**src/rtl/qam16_pkg.sv**
```systemverilog
// qam16_pkg -- shared constants and types for the 16-QAM demodulator.
//   SAMPLE_W / LUT_W : modulated sample width and carrier LUT width
//   L_*              : 2-bit per-axis level codes
//   I_MSB..Q_LSB     : bit positions in the interleaved 4-bit symbol
//   demod_state_e    : integrate-and-dump FSM states
//   cos_lut()        : 16-entry cosine table, amplitude 127
package qam16_pkg;

  localparam int SAMPLE_W  = 9;
  localparam int LUT_W     = 8;
  localparam int LUT_DEPTH = 16;

  localparam logic [1:0] L_NEG3 = 2'b00;
  localparam logic [1:0] L_NEG1 = 2'b01;
  localparam logic [1:0] L_POS1 = 2'b10;
  localparam logic [1:0] L_POS3 = 2'b11;

  localparam int I_MSB = 3;
  localparam int Q_MSB = 2;
  localparam int I_LSB = 1;
  localparam int Q_LSB = 0;

  typedef enum logic {
    IDLE  = 1'b0,
    INTEG = 1'b1
  } demod_state_e;

  // round(127*cos(2*pi*k/16)); sin[k] is read as cos[(k+12) mod 16].
  function automatic logic signed [LUT_W-1:0] cos_lut(input logic [3:0] k);
    case (k)
      4'd0:    return  8'sd127;
      4'd1:    return  8'sd117;
      4'd2:    return  8'sd90;
      4'd3:    return  8'sd49;
      4'd4:    return  8'sd0;
      4'd5:    return -8'sd49;
      4'd6:    return -8'sd90;
      4'd7:    return -8'sd117;
      4'd8:    return -8'sd127;
      4'd9:    return -8'sd117;
      4'd10:   return -8'sd90;
      4'd11:   return -8'sd49;
      4'd12:   return  8'sd0;
      4'd13:   return  8'sd49;
      4'd14:   return  8'sd90;
      default: return  8'sd117;
    endcase
  endfunction

endpackage

```
**src/rtl/demod_slicer.sv**
```systemverilog
// demod_slicer -- combinational 4-level slicer for one axis integral.
//   acc_i : signed integral (ACC_W bits)
//   lvl_o : level code L_NEG3 / L_NEG1 / L_POS1 / L_POS3
module demod_slicer
  import qam16_pkg::*;
#(
  parameter int          ACC_W  = 23,
  parameter int unsigned THRESH = 262144
) (
  input  logic signed [ACC_W-1:0] acc_i,
  output logic        [1:0]       lvl_o
);

  localparam logic signed [ACC_W-1:0] T_POS = ACC_W'(THRESH);
  localparam logic signed [ACC_W-1:0] T_NEG = -T_POS;

  always_comb begin
    if (acc_i < T_NEG)        lvl_o = L_NEG3;
    else if (acc_i[ACC_W-1])  lvl_o = L_NEG1;
    else if (acc_i < T_POS)   lvl_o = L_POS1;
    else                      lvl_o = L_POS3;
  end

endmodule

```
**src/rtl/demod_16qam.sv**
```systemverilog
// demod_16qam -- coherent 16-QAM integrate-and-dump demodulator.
//   clk, reset_n     : carrier-rate clock, synchronous active-low reset
//   sync, in_valid   : symbol-alignment strobe (qualified by in_valid), sample valid
//   mod_in           : signed 9-bit modulated sample
//   sym_out          : sliced symbol {I[1],Q[1],I[0],Q[0]}
//   sym_valid        : one-cycle pulse when sym_out/i_soft/q_soft are new
//   i_soft, q_soft   : signed I/Q integrals of the last symbol
//   sat_flag         : (only with DEMOD_ACC_SAT_EN) an accumulate clipped in the last symbol
// Build option: define DEMOD_ACC_SAT_EN for saturating accumulation; otherwise
// the accumulators wrap modulo 2^ACC_W.
module demod_16qam
  import qam16_pkg::*;
#(
  parameter int          CARR_LEN = 16,
  parameter int          SYM_LEN  = 64,
  parameter int          ACC_W    = 23,
  parameter int unsigned THRESH   = 262144
) (
  input  logic                       clk,
  input  logic                       reset_n,
  input  logic                       sync,
  input  logic                       in_valid,
  input  logic signed [SAMPLE_W-1:0] mod_in,
  output logic        [3:0]          sym_out,
  output logic                       sym_valid,
  output logic signed [ACC_W-1:0]    i_soft,
  output logic signed [ACC_W-1:0]    q_soft
`ifdef DEMOD_ACC_SAT_EN
  ,
  output logic                       sat_flag
`endif
);

  localparam int CNT_W    = (SYM_LEN > 1) ? $clog2(SYM_LEN) : 1;
  localparam int PROD_W   = SAMPLE_W + LUT_W;
  // The table holds 16 points; shorter carrier periods stride through it.
  localparam int TAB_STEP = LUT_DEPTH / CARR_LEN;
  localparam logic [CNT_W-1:0] LAST_CNT = CNT_W'(SYM_LEN - 1);

  demod_state_e             state_q, state_d;
  logic [CNT_W-1:0]         cnt_q, cnt_d;
  logic signed [ACC_W-1:0]  acc_i_q, acc_i_d, acc_q_q, acc_q_d;
  logic [3:0]               sym_q, sym_d;
  logic                     vld_q, vld_d;
  logic signed [ACC_W-1:0]  isoft_q, isoft_d, qsoft_q, qsoft_d;

  logic                     accept, first, last;
  logic [CNT_W-1:0]         eff_cnt;
  logic [3:0]               tab_idx;
  logic signed [LUT_W-1:0]  cos_v, sin_v;
  logic signed [PROD_W-1:0] prod_i, prod_q;
  logic signed [ACC_W-1:0]  p_i, p_q, sum_i, sum_q;
  logic [1:0]               lvl_i, lvl_q;

  function automatic logic signed [ACC_W:0] add_wide(input logic signed [ACC_W-1:0] a,
                                                     input logic signed [ACC_W-1:0] b);
    return {a[ACC_W-1], a} + {b[ACC_W-1], b};
  endfunction

`ifdef DEMOD_ACC_SAT_EN
  function automatic logic signed [ACC_W-1:0] sat_trunc(input logic signed [ACC_W:0] s);
    if (s[ACC_W] != s[ACC_W-1])
      return s[ACC_W] ? {1'b1, {(ACC_W-1){1'b0}}} : {1'b0, {(ACC_W-1){1'b1}}};
    return s[ACC_W-1:0];
  endfunction

  logic                    sat_run_q, sat_run_d, sat_flag_q, sat_flag_d;
  logic signed [ACC_W:0]   wide_i, wide_q;
  logic                    clip_any, sat_now;
`endif

  // Accept / symbol-boundary decode. A sync on the last sample of a symbol
  // does not restart it: that sample still closes the old symbol.
  always_comb begin
    accept = 1'b0;
    first  = 1'b0;
    if (in_valid) begin
      if (state_q == IDLE) begin
        accept = sync;
        first  = sync;
      end else begin
        accept = 1'b1;
        first  = (cnt_q == '0) || (sync && (cnt_q != LAST_CNT));
      end
    end
  end

  assign eff_cnt = first ? '0 : cnt_q;
  assign last    = (eff_cnt == LAST_CNT);
  assign tab_idx = 4'((int'(eff_cnt) % CARR_LEN) * TAB_STEP);
  assign cos_v   = cos_lut(tab_idx);
  assign sin_v   = cos_lut(tab_idx + 4'd12);
  assign prod_i  = mod_in * cos_v;
  assign prod_q  = mod_in * sin_v;
  assign p_i     = ACC_W'(prod_i);
  assign p_q     = ACC_W'(prod_q);

`ifdef DEMOD_ACC_SAT_EN
  assign wide_i   = add_wide(acc_i_q, p_i);
  assign wide_q   = add_wide(acc_q_q, p_q);
  assign clip_any = !first && ((wide_i[ACC_W] != wide_i[ACC_W-1]) ||
                               (wide_q[ACC_W] != wide_q[ACC_W-1]));
  assign sat_now  = (!first && sat_run_q) || clip_any;
  assign sum_i    = first ? p_i : sat_trunc(wide_i);
  assign sum_q    = first ? p_q : sat_trunc(wide_q);
`else
  logic signed [ACC_W:0] wide_i, wide_q;
  assign wide_i = add_wide(acc_i_q, p_i);
  assign wide_q = add_wide(acc_q_q, p_q);
  assign sum_i  = first ? p_i : wide_i[ACC_W-1:0];
  assign sum_q  = first ? p_q : wide_q[ACC_W-1:0];
`endif

  demod_slicer #(.ACC_W(ACC_W), .THRESH(THRESH)) u_slice_i (.acc_i(sum_i), .lvl_o(lvl_i));
  demod_slicer #(.ACC_W(ACC_W), .THRESH(THRESH)) u_slice_q (.acc_i(sum_q), .lvl_o(lvl_q));

  always_comb begin
    state_d = state_q;
    cnt_d   = cnt_q;
    acc_i_d = acc_i_q;
    acc_q_d = acc_q_q;
    sym_d   = sym_q;
    isoft_d = isoft_q;
    qsoft_d = qsoft_q;
    vld_d   = 1'b0;
    if (accept) begin
      state_d = INTEG;
      cnt_d   = last ? '0 : eff_cnt + CNT_W'(1);
      acc_i_d = sum_i;
      acc_q_d = sum_q;
      if (last) begin
        vld_d        = 1'b1;
        sym_d[I_MSB] = lvl_i[1];
        sym_d[Q_MSB] = lvl_q[1];
        sym_d[I_LSB] = lvl_i[0];
        sym_d[Q_LSB] = lvl_q[0];
        isoft_d      = sum_i;
        qsoft_d      = sum_q;
      end
    end
  end

`ifdef DEMOD_ACC_SAT_EN
  always_comb begin
    sat_run_d  = sat_run_q;
    sat_flag_d = sat_flag_q;
    if (accept) begin
      sat_run_d = sat_now;
      if (last) sat_flag_d = sat_now;
    end
  end
`endif

  // Stage boundary: all state and output registers.
  always_ff @(posedge clk) begin
    if (!reset_n) begin
      state_q <= IDLE;
      cnt_q   <= '0;
      acc_i_q <= '0;
      acc_q_q <= '0;
      sym_q   <= '0;
      vld_q   <= 1'b0;
      isoft_q <= '0;
      qsoft_q <= '0;
    end else begin
      state_q <= state_d;
      cnt_q   <= cnt_d;
      acc_i_q <= acc_i_d;
      acc_q_q <= acc_q_d;
      sym_q   <= sym_d;
      vld_q   <= vld_d;
      isoft_q <= isoft_d;
      qsoft_q <= qsoft_d;
    end
  end

`ifdef DEMOD_ACC_SAT_EN
  always_ff @(posedge clk) begin
    if (!reset_n) begin
      sat_run_q  <= 1'b0;
      sat_flag_q <= 1'b0;
    end else begin
      sat_run_q  <= sat_run_d;
      sat_flag_q <= sat_flag_d;
    end
  end
  assign sat_flag = sat_flag_q;
`endif

  assign sym_out   = sym_q;
  assign sym_valid = vld_q;
  assign i_soft    = isoft_q;
  assign q_soft    = qsoft_q;

endmodule

```
**config.mk**
```make
export PLATFORM = sky130hd
export DESIGN_NAME = demod_16qam
export DESIGN_NICKNAME = d
export VERILOG_FILES = /design/src/rtl/qam16_pkg.sv /design/src/rtl/demod_slicer.sv /design/src/rtl/demod_16qam.sv
export SDC_FILE = /design/constraint.sdc
export NUM_CORES = 1
export LEC_CHECK = 0
export CORE_MARGIN = 2
export CORE_UTILIZATION = 63
export DETAILED_ROUTE_END_ITERATION = 8
export GPL_TIMING_DRIVEN = 0
export PLACE_DENSITY = 0.83
export SETUP_SLACK_MARGIN = 0.05
export SYNTH_ARGS = -nofsm -noshare
export SYNTH_HDL_FRONTEND = slang
export SYNTH_SLANG_ARGS = --single-unit
```
**constraint.sdc**
```tcl
create_clock -name clk -period 12.18 [get_ports clk]
set_input_delay 1.218 -clock clk [delete_from_list [all_inputs] [get_ports clk]]
set_output_delay 1.218 -clock clk [all_outputs]
set_load 0.02 [all_outputs]
```
==> out/summary.txt <==
run status: completed
Distinct cells, synth: 83
vias in the first global route: 10.9k
DR pass1 iterations: 6
post-CTS setup buffer count: 0
Num CTS Buffers: 9
Chip Width: 145 um
Ys Warns: 0
Hold Crit Class: reg -> reg
dpl ws: 0.894 ns
Detailed Place HPWL: 26900 um
Post-synth EDFFs: 0
Max Fclk: 88.4 MHz
asr flop ratio synth: 0%
register area: 0.00208 sq mm
RSZ-0062 raised after global routing: no
CTS resizes: 0
clk sinks: 104
layout cell share with drive strength beyond 1: 4.20%
DRC viols: 0
kind of end point of the critical path: flip-flop
Routed Antenna Nets: 0
Cells after Synth: 1541
WP data required: 12.39 ns
setup slack, reg-to-reg: 1.27 ns
FILL cells: 1666
final worst path period need: 11.31 ns
FF-to-FF Start: cnt_q[0]$_SDFFE_PN0P_
worst setup margin: 0.866 ns
Max Slew Vio Count: 0
via count: 11.4k
Main synth FF type: dfxtp_1
CTS Hold Bufs: 0
Diodes inserted: 0
DRT iter0 DRCs: 1002
Hold EP: q_soft[20]$_SDFFE_PN0P_
Worst setup SP type: input pin
Max stage delay on crit path: 0.77 ns
routed vias/inst: 6.03
Final setup viols: 0
P&R area growth vs syn: 10.2%
core box area: 0.0194 sq mm
Fin Clk Skew: 0.0114 ns
path depth of the worst reg2reg path: 37
I/O Pins: 64
WL/cell: 18.4 um
Net Count, Synth: 1791
area of the multi-input gates: 0.00930 sq mm
leading cell types in the layout, fill and taps excluded: 196 x inv_1, 147 x nand2_1, 143 x nor2_1
Rows: 51
pin count of the biggest net entering global routing: 19
clock transition time at the flip-flop clock pins of the worst setup and hold paths: 0.07 ns
Chip Height: 145 um
Tot GR Track Use: 33.9%
worst-case clock buffer depth: 2
Initial Utilization: 64.2%
hold wc startpoint: q_soft[20]$_SDFFE_PN0P_
port bufs: 62
WL final: 34700 um
clk_lat worst skew: 0.36 ns
synthesized area: 0.0124 sq mm
register bit total from synthesis: 104
cell mode on critical path: inv_1
largest fanout on the critical path: 10
gr ovfl total: 0
critical path class: in -> reg
leading cell type in the layout, fill and taps excluded: inv_1
fin crit share: 92.9%
final-report hold violation count: 0
CTS H-tree lvls: 3
initial antenna violation count: 0
routability cong.: 0.961
clk root buf: clkbuf_16
worst slew pin tran: 0.940 ns
critical path arrival: 11.52 ns
Worst Hold Path Cells: 2
nets@finish: 1864
global-route wire length before repair: 54800 um
Max-Cap Viols: 0
Syn Area/Cell: 8.08 sq um
Seq/Total Area, Yosys: 16.7%
r2r endpoint: acc_q_q[21]$_SDFFE_PN0P_
Final TNS setup: 0 ns
TritonCTS clock tree: built
Die ar.: 0.0209 sq mm
worst rel slew slack: 36.8%
CP max-delay cell: o31ai_1
==> how the worst max path moves through the flow <==
stage | to | slack, ns | startpoint
final | acc_q_q[21]$_SDFFE_PN0P_ | 0.87 | sync
after global routing | acc_q_q[21]$_SDFFE_PN0P_ | 0.38 | sync
after CTS | acc_q_q[21]$_SDFFE_PN0P_ | 1.20 | in_valid
after detailed placement | acc_q_q[21]$_SDFFE_PN0P_ | 0.89 | in_valid
after global placement | acc_q_q[21]$_SDFFE_PN0P_ | 0.90 | sync
after floorplan | sym_out[1]$_SDFFE_PN0P_ | 3.17 | sync
==> state kept, by name (all words and copies together), names as in the netlist <==
signal,cells
cnt_q,6
sym_out,4
q_soft,23
sym_valid,1
state_q,1
i_soft,23
acc_q_q,23
acc_i_q,23
==> critical path: cells and delay by family <==
kind	cells	cell delay, ns
adder cells (fa/ha/maj)	7	2.91
buffers and inverters	10	2.56
AO/OA/AOI/OAI	13	3.17
AND/OR/NAND/NOR	7	1.65
==> cell usage after synthesis (all sizes together) (3+ instances only) <==
master	number	area [sq um]
o311a	3	31.3
a311oi	5	43.8
a22oi	3	22.5
nand4	10	62.6
nor2	143	537
mux2i	9	90.1
xnor2	48	439
dfxtp	104	2080
a31oi	11	68.8
nand2	147	552
and3	9	57.6
o21bai	10	75.1
and2	71	445
nor3	24	125
nand3b	3	22.5
or3	3	18.8
nor2b	27	169
o21a	10	75.1
a2111oi	3	33.8
or2	8	50.1
a21oi	133	673
ha	113	1410
nand2b	7	43.8
o31ai	5	37.5
xor2	25	219
o22ai	6	37.5
inv	197	739
fa	124	2480
nand3	14	70.1
a211o	3	26.3
buf	21	101
a21o	21	170
clkbuf	45	200
o21ai	78	405
a211oi	55	428
o211ai	7	52.6
nor4	4	25.0
o31a	3	27.5
==> logic make-up (layout without fill, tap and decap cells) <==
kind of cell	after synthesis	in the layout	share of synthesized area, %
simple gates	475	475	17.9
compound gates	377	377	19.4
buf+inv	265	343	8.55
fa+ha+maj	237	237	31.3
flops	104	104	16.7
xor+xnor	73	73	5.29
mux	10	10	0.814
==> layer usage <==
metal	GRT usage, %	vias to the layer above	wire [um]
met5	0	-	0
met4	12.5	0	1190
met3	4.40	93	2900
met2	57.4	525	16300
met1	44.4	5447	14300
li1	-	5295	-
==> area by class of cell <==
cell class	instances	area share, %
clock buffer	10	1.74
multi-input combinational	1172	67.8
timing repair buffer	62	4.53
inverter	197	5.39
sequential	104	15.2
tap	265	2.42
buffer	68	2.36
clock inverter	6	0.529
==> metrics by stage <==
stage / instance area (sq um) / std cells / hold WS [ns] / utilization, %
floorplan: 12400 / 1541 / 0.436 / -
global placement: 13400 / 1868 / 0.442 / 69.1
detailed placement: 13400 / 1868 / 0.446 / 69.1
CTS: 13700 / 1884 / 0.455 / 70.7
global route: 13700 / 1884 / 0.485 / 70.7
finish: 13700 / 1884 / 0.454 / 70.7
Power is left out: the tool's default activity adds up to more than one toggle a clock period on the data nets, which glitch-free logic cannot reach.
